<file path="config.mk">
export PLATFORM = sky130hd
export DESIGN_NAME = idx_list_ctrl
export DESIGN_NICKNAME = d
export VERILOG_FILES = /design/src/rtl/idx_list_ctrl_pkg.sv /design/src/rtl/idx_list_ctrl.sv
export SDC_FILE = /design/constraint.sdc
export NUM_CORES = 1
export LEC_CHECK = 0
export ABC_AREA = 1
export ABC_CLOCK_PERIOD_IN_PS = 2100
export BUFFER_PORTS_ARGS = -buffer_cell sky130_fd_sc_hd__buf_2
export CORE_UTILIZATION = 47
export DETAILED_ROUTE_END_ITERATION = 10
export MAX_ROUTING_LAYER = met4
export PLACE_DENSITY = 0.76
export SYNTH_ARGS = -nofsm -noshare
export SYNTH_HDL_FRONTEND = slang
export SYNTH_SLANG_ARGS = --single-unit
</file>
<file path="constraint.sdc">
create_clock -name clk -period 2.1 [get_ports clk]
set_clock_uncertainty 0.15 [all_clocks]
set_input_delay 0.525 -clock clk [delete_from_list [all_inputs] [get_ports clk]]
set_output_delay 0.525 -clock clk [all_outputs]
set_load 0.01 [all_outputs]
</file>
<file path="src/rtl/idx_list_ctrl_pkg.sv">
// Shared definitions for the selected-atom index store and its sequencer.
// The register-file geometry lives here so the store, the sequencer and the
// bench all agree on it; the state encodings are exported for observability.
package idx_list_ctrl_pkg;

    // Index register file geometry.
    localparam int REG_IDX_ADDR_WIDTH = 4;
    localparam int REG_IDX_DATA_WIDTH = 8;
    localparam int REG_IDX_SIZE       = 16;

    // Sequencer state encodings.
    localparam logic [2:0] ST_IDLE_ENC     = 3'd0;
    localparam logic [2:0] ST_SCAN_RD_ENC  = 3'd1;
    localparam logic [2:0] ST_SCAN_CMP_ENC = 3'd2;
    localparam logic [2:0] ST_WRITE_ENC    = 3'd3;
    localparam logic [2:0] ST_RD_ISSUE_ENC = 3'd4;
    localparam logic [2:0] ST_RD_HOLD_ENC  = 3'd5;

    typedef enum logic [2:0] {
        ST_IDLE     = ST_IDLE_ENC,
        ST_SCAN_RD  = ST_SCAN_RD_ENC,
        ST_SCAN_CMP = ST_SCAN_CMP_ENC,
        ST_WRITE    = ST_WRITE_ENC,
        ST_RD_ISSUE = ST_RD_ISSUE_ENC,
        ST_RD_HOLD  = ST_RD_HOLD_ENC
    } state_e;

endpackage : idx_list_ctrl_pkg

</file>
<file path="src/rtl/idx_list_ctrl.sv">
// Sequencer for the selected-atom index store. Appends new column indices
// after scanning the stored entries for a duplicate, and streams the list
// back on request. It is the only driver of the store's single port, so the
// read and write strobes are mutually exclusive by construction (one state
// each) and both are low whenever the sequencer is idle.
module idx_list_ctrl
    import idx_list_ctrl_pkg::*;
#(
    parameter int ADDR_WIDTH = REG_IDX_ADDR_WIDTH,
    parameter int DATA_WIDTH = REG_IDX_DATA_WIDTH,
    parameter int DEPTH      = REG_IDX_SIZE
) (
    input  logic                  clk,
    input  logic                  rst,
    input  logic                  clear,
    input  logic                  push_valid,
    input  logic [DATA_WIDTH-1:0] push_idx,
    output logic                  push_ready,
    output logic                  push_done,
    output logic                  push_dup,
    input  logic                  rd_start,
    output logic                  out_valid,
    output logic [DATA_WIDTH-1:0] out_data,
    output logic                  out_last,
    input  logic                  out_ready,
    output logic [ADDR_WIDTH:0]   count,
    output logic                  full,
    output logic                  busy,
    output logic                  mem_wr_en,
    output logic                  mem_rd_en,
    output logic [ADDR_WIDTH-1:0] mem_addr,
    output logic [DATA_WIDTH-1:0] mem_d,
    input  logic [DATA_WIDTH-1:0] mem_q
);

    localparam int CNT_W = ADDR_WIDTH + 1;

    localparam logic [CNT_W-1:0]      CNT_ZERO  = {CNT_W{1'b0}};
    localparam logic [CNT_W-1:0]      CNT_ONE   = {{(CNT_W-1){1'b0}}, 1'b1};
    localparam logic [CNT_W-1:0]      CNT_DEPTH = CNT_W'(DEPTH);
    localparam logic [ADDR_WIDTH-1:0] PTR_ZERO  = {ADDR_WIDTH{1'b0}};
    localparam logic [ADDR_WIDTH-1:0] PTR_ONE   = {{(ADDR_WIDTH-1){1'b0}}, 1'b1};
    localparam logic [DATA_WIDTH-1:0] DATA_ZERO = {DATA_WIDTH{1'b0}};

    state_e                  state_q,    state_d;
    logic [CNT_W-1:0]        count_q,    count_d;
    logic [ADDR_WIDTH-1:0]   scan_ptr_q, scan_ptr_d;
    logic [ADDR_WIDTH-1:0]   rd_ptr_q,   rd_ptr_d;
    logic [DATA_WIDTH-1:0]   idx_q,      idx_d;

    logic                    idle_s;
    logic                    empty_s;
    logic                    abort_s;
    logic [CNT_W-1:0]        last_pos_s;
    logic                    scan_at_last_s;
    logic                    rd_at_last_s;
    logic                    scan_hit_s;

    // Status decode shared by the handshake outputs and the next-state logic.
    always_comb begin
        idle_s         = (state_q == ST_IDLE);
        empty_s        = (count_q == CNT_ZERO);
        // clear outside IDLE abandons whatever is in flight
        abort_s        = clear & ~idle_s;
        // position of the newest entry; only consulted while count is nonzero
        last_pos_s     = count_q - CNT_ONE;
        scan_at_last_s = ({1'b0, scan_ptr_q} == last_pos_s);
        rd_at_last_s   = ({1'b0, rd_ptr_q} == last_pos_s);
        scan_hit_s     = (mem_q == idx_q);
    end

    assign full       = (count_q == CNT_DEPTH);
    assign busy       = ~idle_s;
    assign count      = count_q;
    assign push_ready = idle_s & ~full & ~clear;
    // The store's read register already holds the entry stable between reads.
    assign out_data   = mem_q;

    // State, counter, pointer and latched-index registers.
    always_ff @(posedge clk) begin
        if (rst) begin
            state_q    <= ST_IDLE;
            count_q    <= CNT_ZERO;
            scan_ptr_q <= PTR_ZERO;
            rd_ptr_q   <= PTR_ZERO;
            idx_q      <= DATA_ZERO;
        end else begin
            state_q    <= state_d;
            count_q    <= count_d;
            scan_ptr_q <= scan_ptr_d;
            rd_ptr_q   <= rd_ptr_d;
            idx_q      <= idx_d;
        end
    end

    // Next-state and output decode; every output is quiet unless its state drives it.
    always_comb begin
        state_d    = state_q;
        count_d    = count_q;
        scan_ptr_d = scan_ptr_q;
        rd_ptr_d   = rd_ptr_q;
        idx_d      = idx_q;

        push_done  = 1'b0;
        push_dup   = 1'b0;
        out_valid  = 1'b0;
        out_last   = 1'b0;
        mem_wr_en  = 1'b0;
        mem_rd_en  = 1'b0;
        mem_addr   = PTR_ZERO;
        mem_d      = DATA_ZERO;

        if (abort_s) begin
            // aborted operation: no strobes, no completion, list emptied
            state_d = ST_IDLE;
            count_d = CNT_ZERO;
        end else begin
            case (state_q)
                ST_IDLE: begin
                    if (clear) begin
                        count_d = CNT_ZERO;
                    end else if (push_valid && push_ready) begin
                        idx_d      = push_idx;
                        scan_ptr_d = PTR_ZERO;
                        if (empty_s) begin
                            state_d = ST_WRITE;
                        end else begin
                            state_d = ST_SCAN_RD;
                        end
                    end else if (rd_start && !empty_s) begin
                        rd_ptr_d = PTR_ZERO;
                        state_d  = ST_RD_ISSUE;
                    end else begin
                        state_d = ST_IDLE;
                    end
                end

                ST_SCAN_RD: begin
                    mem_rd_en = 1'b1;
                    mem_addr  = scan_ptr_q;
                    state_d   = ST_SCAN_CMP;
                end

                ST_SCAN_CMP: begin
                    if (scan_hit_s) begin
                        push_done = 1'b1;
                        push_dup  = 1'b1;
                        state_d   = ST_IDLE;
                    end else if (scan_at_last_s) begin
                        state_d = ST_WRITE;
                    end else begin
                        scan_ptr_d = scan_ptr_q + PTR_ONE;
                        state_d    = ST_SCAN_RD;
                    end
                end

                ST_WRITE: begin
                    mem_wr_en = 1'b1;
                    mem_addr  = count_q[ADDR_WIDTH-1:0];
                    mem_d     = idx_q;
                    count_d   = count_q + CNT_ONE;
                    push_done = 1'b1;
                    push_dup  = 1'b0;
                    state_d   = ST_IDLE;
                end

                ST_RD_ISSUE: begin
                    mem_rd_en = 1'b1;
                    mem_addr  = rd_ptr_q;
                    state_d   = ST_RD_HOLD;
                end

                ST_RD_HOLD: begin
                    out_valid = 1'b1;
                    out_last  = rd_at_last_s;
                    if (out_ready) begin
                        if (rd_at_last_s) begin
                            state_d = ST_IDLE;
                        end else begin
                            rd_ptr_d = rd_ptr_q + PTR_ONE;
                            state_d  = ST_RD_ISSUE;
                        end
                    end else begin
                        state_d = ST_RD_HOLD;
                    end
                end

                default: begin
                    state_d = ST_IDLE;
                end
            endcase
        end
    end

endmodule : idx_list_ctrl

</file>
**Yosys cells after proc, flatten, opt, wreduce, memory -nomap -nowiden**

Cells that the tools add are included.

- Flip-flop bits (word level): 24
- Output and inout bits: 34
- Bits of input ports: 22
- Word-level logic and storage cells: 87

- Reductions and logical operators: 14
- Eq/ne operators: 18
- Bitwise gates (word level): 7
- Muxes and demuxes: 39
- $add $sub $neg: 4

Operator list:

| operator | count |
|---|---|
| $mux 4 | 10 |
| $mux 8 | 2 |
| $pmux 4 s2 | 2 |
| $mux 3 | 5 |
| $pmux 3 s5 | 1 |
| $ne 2x2->1 const B | 7 |
| $mux 1 | 12 |
| $pmux 4 s3 | 1 |
| $eq 4x5->1 | 2 |
| $pmux 5 s2 | 1 |
| $add 4x1->4 const B | 2 |
| $eq 8x8->1 | 1 |
| $reduce_and 7->1 | 1 |
| $eq 3x2->1 const B | 2 |
| $eq 3x3->1 const B | 2 |
| $mux 2 | 3 |
| $reduce_and 6->1 | 1 |
| $reduce_bool 2->1 | 3 |
| $add 5x1->5 const B | 1 |
| $eq 5x5->1 const B | 1 |
| $logic_not 5->1 | 1 |
| $mux 5 | 1 |
| $sub 5x1->5 const B | 1 |
| $ne 2x1->1 const B | 2 |
| other kinds (10) | 17 |

**Longest topological paths before layout**

- Depth in word-level cells: 8
- Mapped depth: 13
- Mapped depth without buffers: 13

**Least setup slack after synthesis**

Ideal clock, no wire load.

- Path kind: register to output
- Start: register count_q[0], in the netlist count[0]
- End: output out_last
- Arrival time: 1.698 ns
- Data required time: 1.425 ns
- Path buffers: 0
- Cell stages (with the launch flop): 9
- Slack: -0.273 ns
- Path through: dfxtp_1 -> inv_2 -> ha_1 -> xnor2_1 -> nor2_4 -> nand2_2 -> nor2_4 -> nand2_1 -> nor3_1

- Word-level cells in the longest chain between the ends: 4

Ends and longest elaborated chain:

| item | line | RTL |
|---|---|---|
| from (decl) | idx_list_ctrl.sv:46 | `logic [CNT_W-1:0] count_q, count_d;` |
| from (signal assigned) | idx_list_ctrl.sv:89 | `count_q <= count_d;` |
| $sub 5x1->5 | idx_list_ctrl.sv:66 | `last_pos_s = count_q - CNT_ONE;` |
| $eq 4x5->1 | idx_list_ctrl.sv:68 | `rd_at_last_s = ({1'b0, rd_ptr_q} == last_pos_s);` |
| $mux 1 | idx_list_ctrl.sv:118 | `case (state_q)` |
| $mux 1 | idx_list_ctrl.sv:113 | `if (abort_s) begin` |
| to (decl) | idx_list_ctrl.sv:24 | `output logic out_last,` |

Every way passes these cells.

**Worst setup path after layout**

Ends and elaborated chain as after synthesis.

==> summary.md <==
| Metric | Value |
|---|---|
| RD Place Congestion | `0.920` |
| Classification of the worst setup path | `flip-flop to primary output` |
| Commonest register cell after synthesis | `dfxtp_1` |
| Data arrival, critical path | `1.69 ns` |
| Peak supply drop | `0.000310 V` |
| Beginning of the worst register-to-register path | `count[0]$_SDFFE_PP0P_` |
| Clk_lat worst skew | `0.27 ns` |
| Initial antenna violation count | `0` |
| Core Footprint | `3740 um2` |
| Clk root buf | `clkbuf_8` |
| Relative max-transition margin | `0.764` |
| Gr ovfl total | `0` |
| Global-route wire length before repair | `7710 um` |
| Post-route DRC | `0` |
| Reg2Reg Depth | `12` |
| # hold bufs at CTS | `0` |
| Power Density | `433 nW/um2` |
| Drt first pass iters | `4` |
| Max cap viols | `0` |
| Unrepaired setup endpoints after global routing | `true` |
| Vias in the first global route | `1761` |
| Static leakage | `1.25 nW` |
| Clk slew on worst S/H paths | `0.09 ns` |
| Final worst path period need | `2.37 ns` |
| Ant. Diodes | `0` |
| R2R Setup Slk | `0.16 ns` |
| Critical-path maximum fanout | `2` |
| Initial Utilization | `0.504` |
| Total track usage | `0.237` |
| Final instance area | `2670 um2` |
| CP max stage delay | `0.37 ns` |
| Hold slack final | `0.328 ns` |
| IO Count | `56` |
| FMAX | `422 MHz` |
| CTS Buf Count | `3` |
| Share of layout cells above drive strength 1 | `0.478` |
| Capture point of the worst reg-to-reg path | `scan_ptr_q[1]$_SDFFE_PP0P_` |
| Mean number of vias per cell | `5.06` |
| Critical Path End | `out_last` |
| Mapped Area | `1890 um2` |
| Hold Fails Final Rpt | `0` |
| Area growth syn-to-layout | `41.7%` |
| Slew of the pin with the lowest slew margin | `0.354 ns` |
| Die Y | `65.4 um` |
| DP Area | `2300 um2` |
| Hold/Removal Path Class | `flip-flop to flip-flop` |
| Worst-path cell chain | `inv_4, ha_4, xnor2_4, nor2_4, nand2_4, nor2_4, nand2_2, nor3_4, buf_2` |
| Post-route setup slack | `-0.269 ns` |
| CP Capture Type | `primary output` |
| Setup TNS | `-0.902 ns` |
| Mapped Avg Cell Area | `6.69 um2` |
| Worst path slowest cell | `dfxtp_4` |
| Buffers on Ports | `55` |
| Fin nets | `391` |
| Critical Path Source | `count[0]$_SDFFE_PP0P_` |
| Worst-case clock buffer depth | `2` |
| Final WL | `5380 um` |
| Largest net degree at the start of global routing | `20` |
| Startpoint Class | `flip-flop` |
| Detailed placement HPWL | `3770 um` |
| Async S/R FF share, synth | `0` |
| Number of synthesized register bits | `24` |
| Final ANT Viol Nets | `0` |
| CTS tree | `done` |
| Crit path top cell by count | `nor2_4` |
| Avg WL per Cell | `13.1 um` |
| Iter 0 DRT Violations | `70` |
| Row cnt | `22` |
| Seq/Total Area, Yosys | `0.255` |
| Clock sinks | `24` |
| Failing checks | `setup timing` |
| Die area | `4270 um2` |
| Unique masters post-synth | `36` |
| Part of the cycle the worst path needs | `1.13` |
| Synth Instances | `282` |
| Die Wd | `65.4 um` |
| Worst path required time | `1.42 ns` |
| Ys Warns | `0` |
| Max-slew violations | `0` |
| Status | `finished with violations` |
| H-tree depth | `1` |
| Mapped Nets | `308` |
| Post-synth EDFFs | `0` |
| Routed via count | `2083` |
| Setup violations, final | `12` |
## per-stage QoR
step           power [W]  utilization  std cells  worst slack [ns]
2_1_floorplan   0.000691            -        282          0.000192
3_3_place_gp    0.000770        0.613        392            0.0325
3_5_place_dp    0.000775        0.613        392          -0.00937
4_1_cts          0.00110        0.653        402            -0.241
5_1_grt          0.00122        0.714        412            -0.351
6_report         0.00116        0.714        412            -0.269
## Yosys cell counts, types with 2 or more instances
| library cell | number | area share |
|---|---|---|
| nand3b_1 | 2 | 0.0080 |
| buf_4 | 8 | 0.032 |
| o21ai_1 | 3 | 0.0080 |
| inv_1 | 23 | 0.046 |
| nand2_4 | 4 | 0.024 |
| nor3_1 | 6 | 0.016 |
| a221oi_1 | 3 | 0.014 |
| nor2_2 | 2 | 0.0066 |
| nor2_4 | 8 | 0.048 |
| dfxtp_1 | 24 | 0.25 |
| nand4_1 | 2 | 0.0066 |
| o21ai_0 | 9 | 0.024 |
| nor2_1 | 39 | 0.078 |
| nand2_1 | 60 | 0.12 |
| nand3_1 | 14 | 0.037 |
| ha_1 | 4 | 0.027 |
| nand3_2 | 2 | 0.011 |
| nand3_4 | 3 | 0.028 |
| a21oi_1 | 20 | 0.053 |
| nand2_2 | 6 | 0.020 |
| xor2_1 | 5 | 0.023 |
| xnor2_1 | 7 | 0.032 |
| inv_2 | 15 | 0.030 |
## final cells by class
type / instances / area [um2]
Sequential cell: 24 / 502
Tap cell: 48 / 60.1
Inverter: 39 / 156
Timing Repair Buffer: 89 / 569
Timing Repair inverter: 1 / 7.51
Fill cell: 297 / 1070
Multi-Input combinational cell: 207 / 1320
Clock buffer: 4 / 55.1
## cell usage in the layout, fill, tap and decap left out, types with 2 or more instances in the layout
| master | n |
|---|---|
| a221oi_1 | 3 |
| xnor2_2 | 2 |
| nand3_1 | 13 |
| nand3_4 | 3 |
| o21ai_2 | 2 |
| dfxtp_4 | 4 |
| buf_4 | 31 |
| nand3_2 | 3 |
| o21ai_1 | 3 |
| nor2_4 | 15 |
| nor3_1 | 4 |
| xnor2_1 | 4 |
| nand2_1 | 56 |
| nor2_2 | 6 |
| inv_2 | 15 |
| a21oi_1 | 20 |
| inv_4 | 4 |
| clkbuf_8 | 4 |
| o21ai_0 | 8 |
| inv_1 | 19 |
| dfxtp_1 | 15 |
| nand4_1 | 2 |
| nand2_2 | 7 |
| dfxtp_2 | 5 |
| nand3b_1 | 2 |
| buf_2 | 52 |
| xor2_1 | 5 |
| nand2_4 | 7 |
| ha_1 | 3 |
| nor2_1 | 28 |
| buf_6 | 5 |
## critical path: cells and delay by family, from the launching register on
kind / cells / cell delay, ns
buffers and inverters: 2 / 0.19
AND/OR/NAND/NOR: 5 / 0.49
adder cells (fa/ha/maj): 1 / 0.25
flip-flops: 1 / 0.37
XOR/XNOR: 1 / 0.13
## metal layers
layer  global-route usage  routed length, um  part of all wire  vias up
met5                    -                  0                 0        -
met4               0.0652                103             0.019        0
met3               0.0278                264             0.049       12
met2                0.399               2670              0.50       83
met1                0.299               2350              0.44      935
li1                     -                  -                 -     1053
## where the power goes
group / total, W / internal (W) / switching [W]
Combinational: 0.000333 / 0.000141 / 0.000192
Clock: 0.000323 / 0.000167 / 0.000156
Sequential: 0.000503 / 0.000477 / 0.0000261
Total: 0.00116 / 0.000785 / 0.000374
## kinds of logic after synthesis
family | count (synthesis) | share of synthesized area
DFF | 24 | 0.255
adders and majority gates | 4 | 0.0265
buffers and inverters | 51 | 0.131
AOI/OAI and AO/OA | 41 | 0.125
xor gates and xnor gates | 12 | 0.0557
and+or+nand+nor | 150 | 0.408
## what timing repair did
action,4_1_cts,5_1_grt
buffers inserted,7,9
resized for setup,14,43
cloned,0,1
pin swaps,9,19
endpoints found under the setup margin,17,22
## registers in the layout, indices dropped and copies added, names as in the netlist
signal      cells
idx_q           8
scan_ptr_q      4
rd_ptr_q        4
count           5
state_q         3
## worst min path at each step
stage	slack [ns]	to	cells after the start	start
floorplan	0.30	idx_q[0]$_SDFFE_PP0P_	2	idx_q[0]$_SDFFE_PP0P_
finish	0.33	idx_q[0]$_SDFFE_PP0P_	2	idx_q[0]$_SDFFE_PP0P_
detailed placement	0.31	idx_q[6]$_SDFFE_PP0P_	2	idx_q[6]$_SDFFE_PP0P_
CTS	0.33	idx_q[6]$_SDFFE_PP0P_	2	idx_q[6]$_SDFFE_PP0P_
global placement	0.31	idx_q[5]$_SDFFE_PP0P_	2	idx_q[5]$_SDFFE_PP0P_
global route	0.36	idx_q[3]$_SDFFE_PP0P_	2	idx_q[3]$_SDFFE_PP0P_
Note: power is estimated with default switching activity, not from simulation.
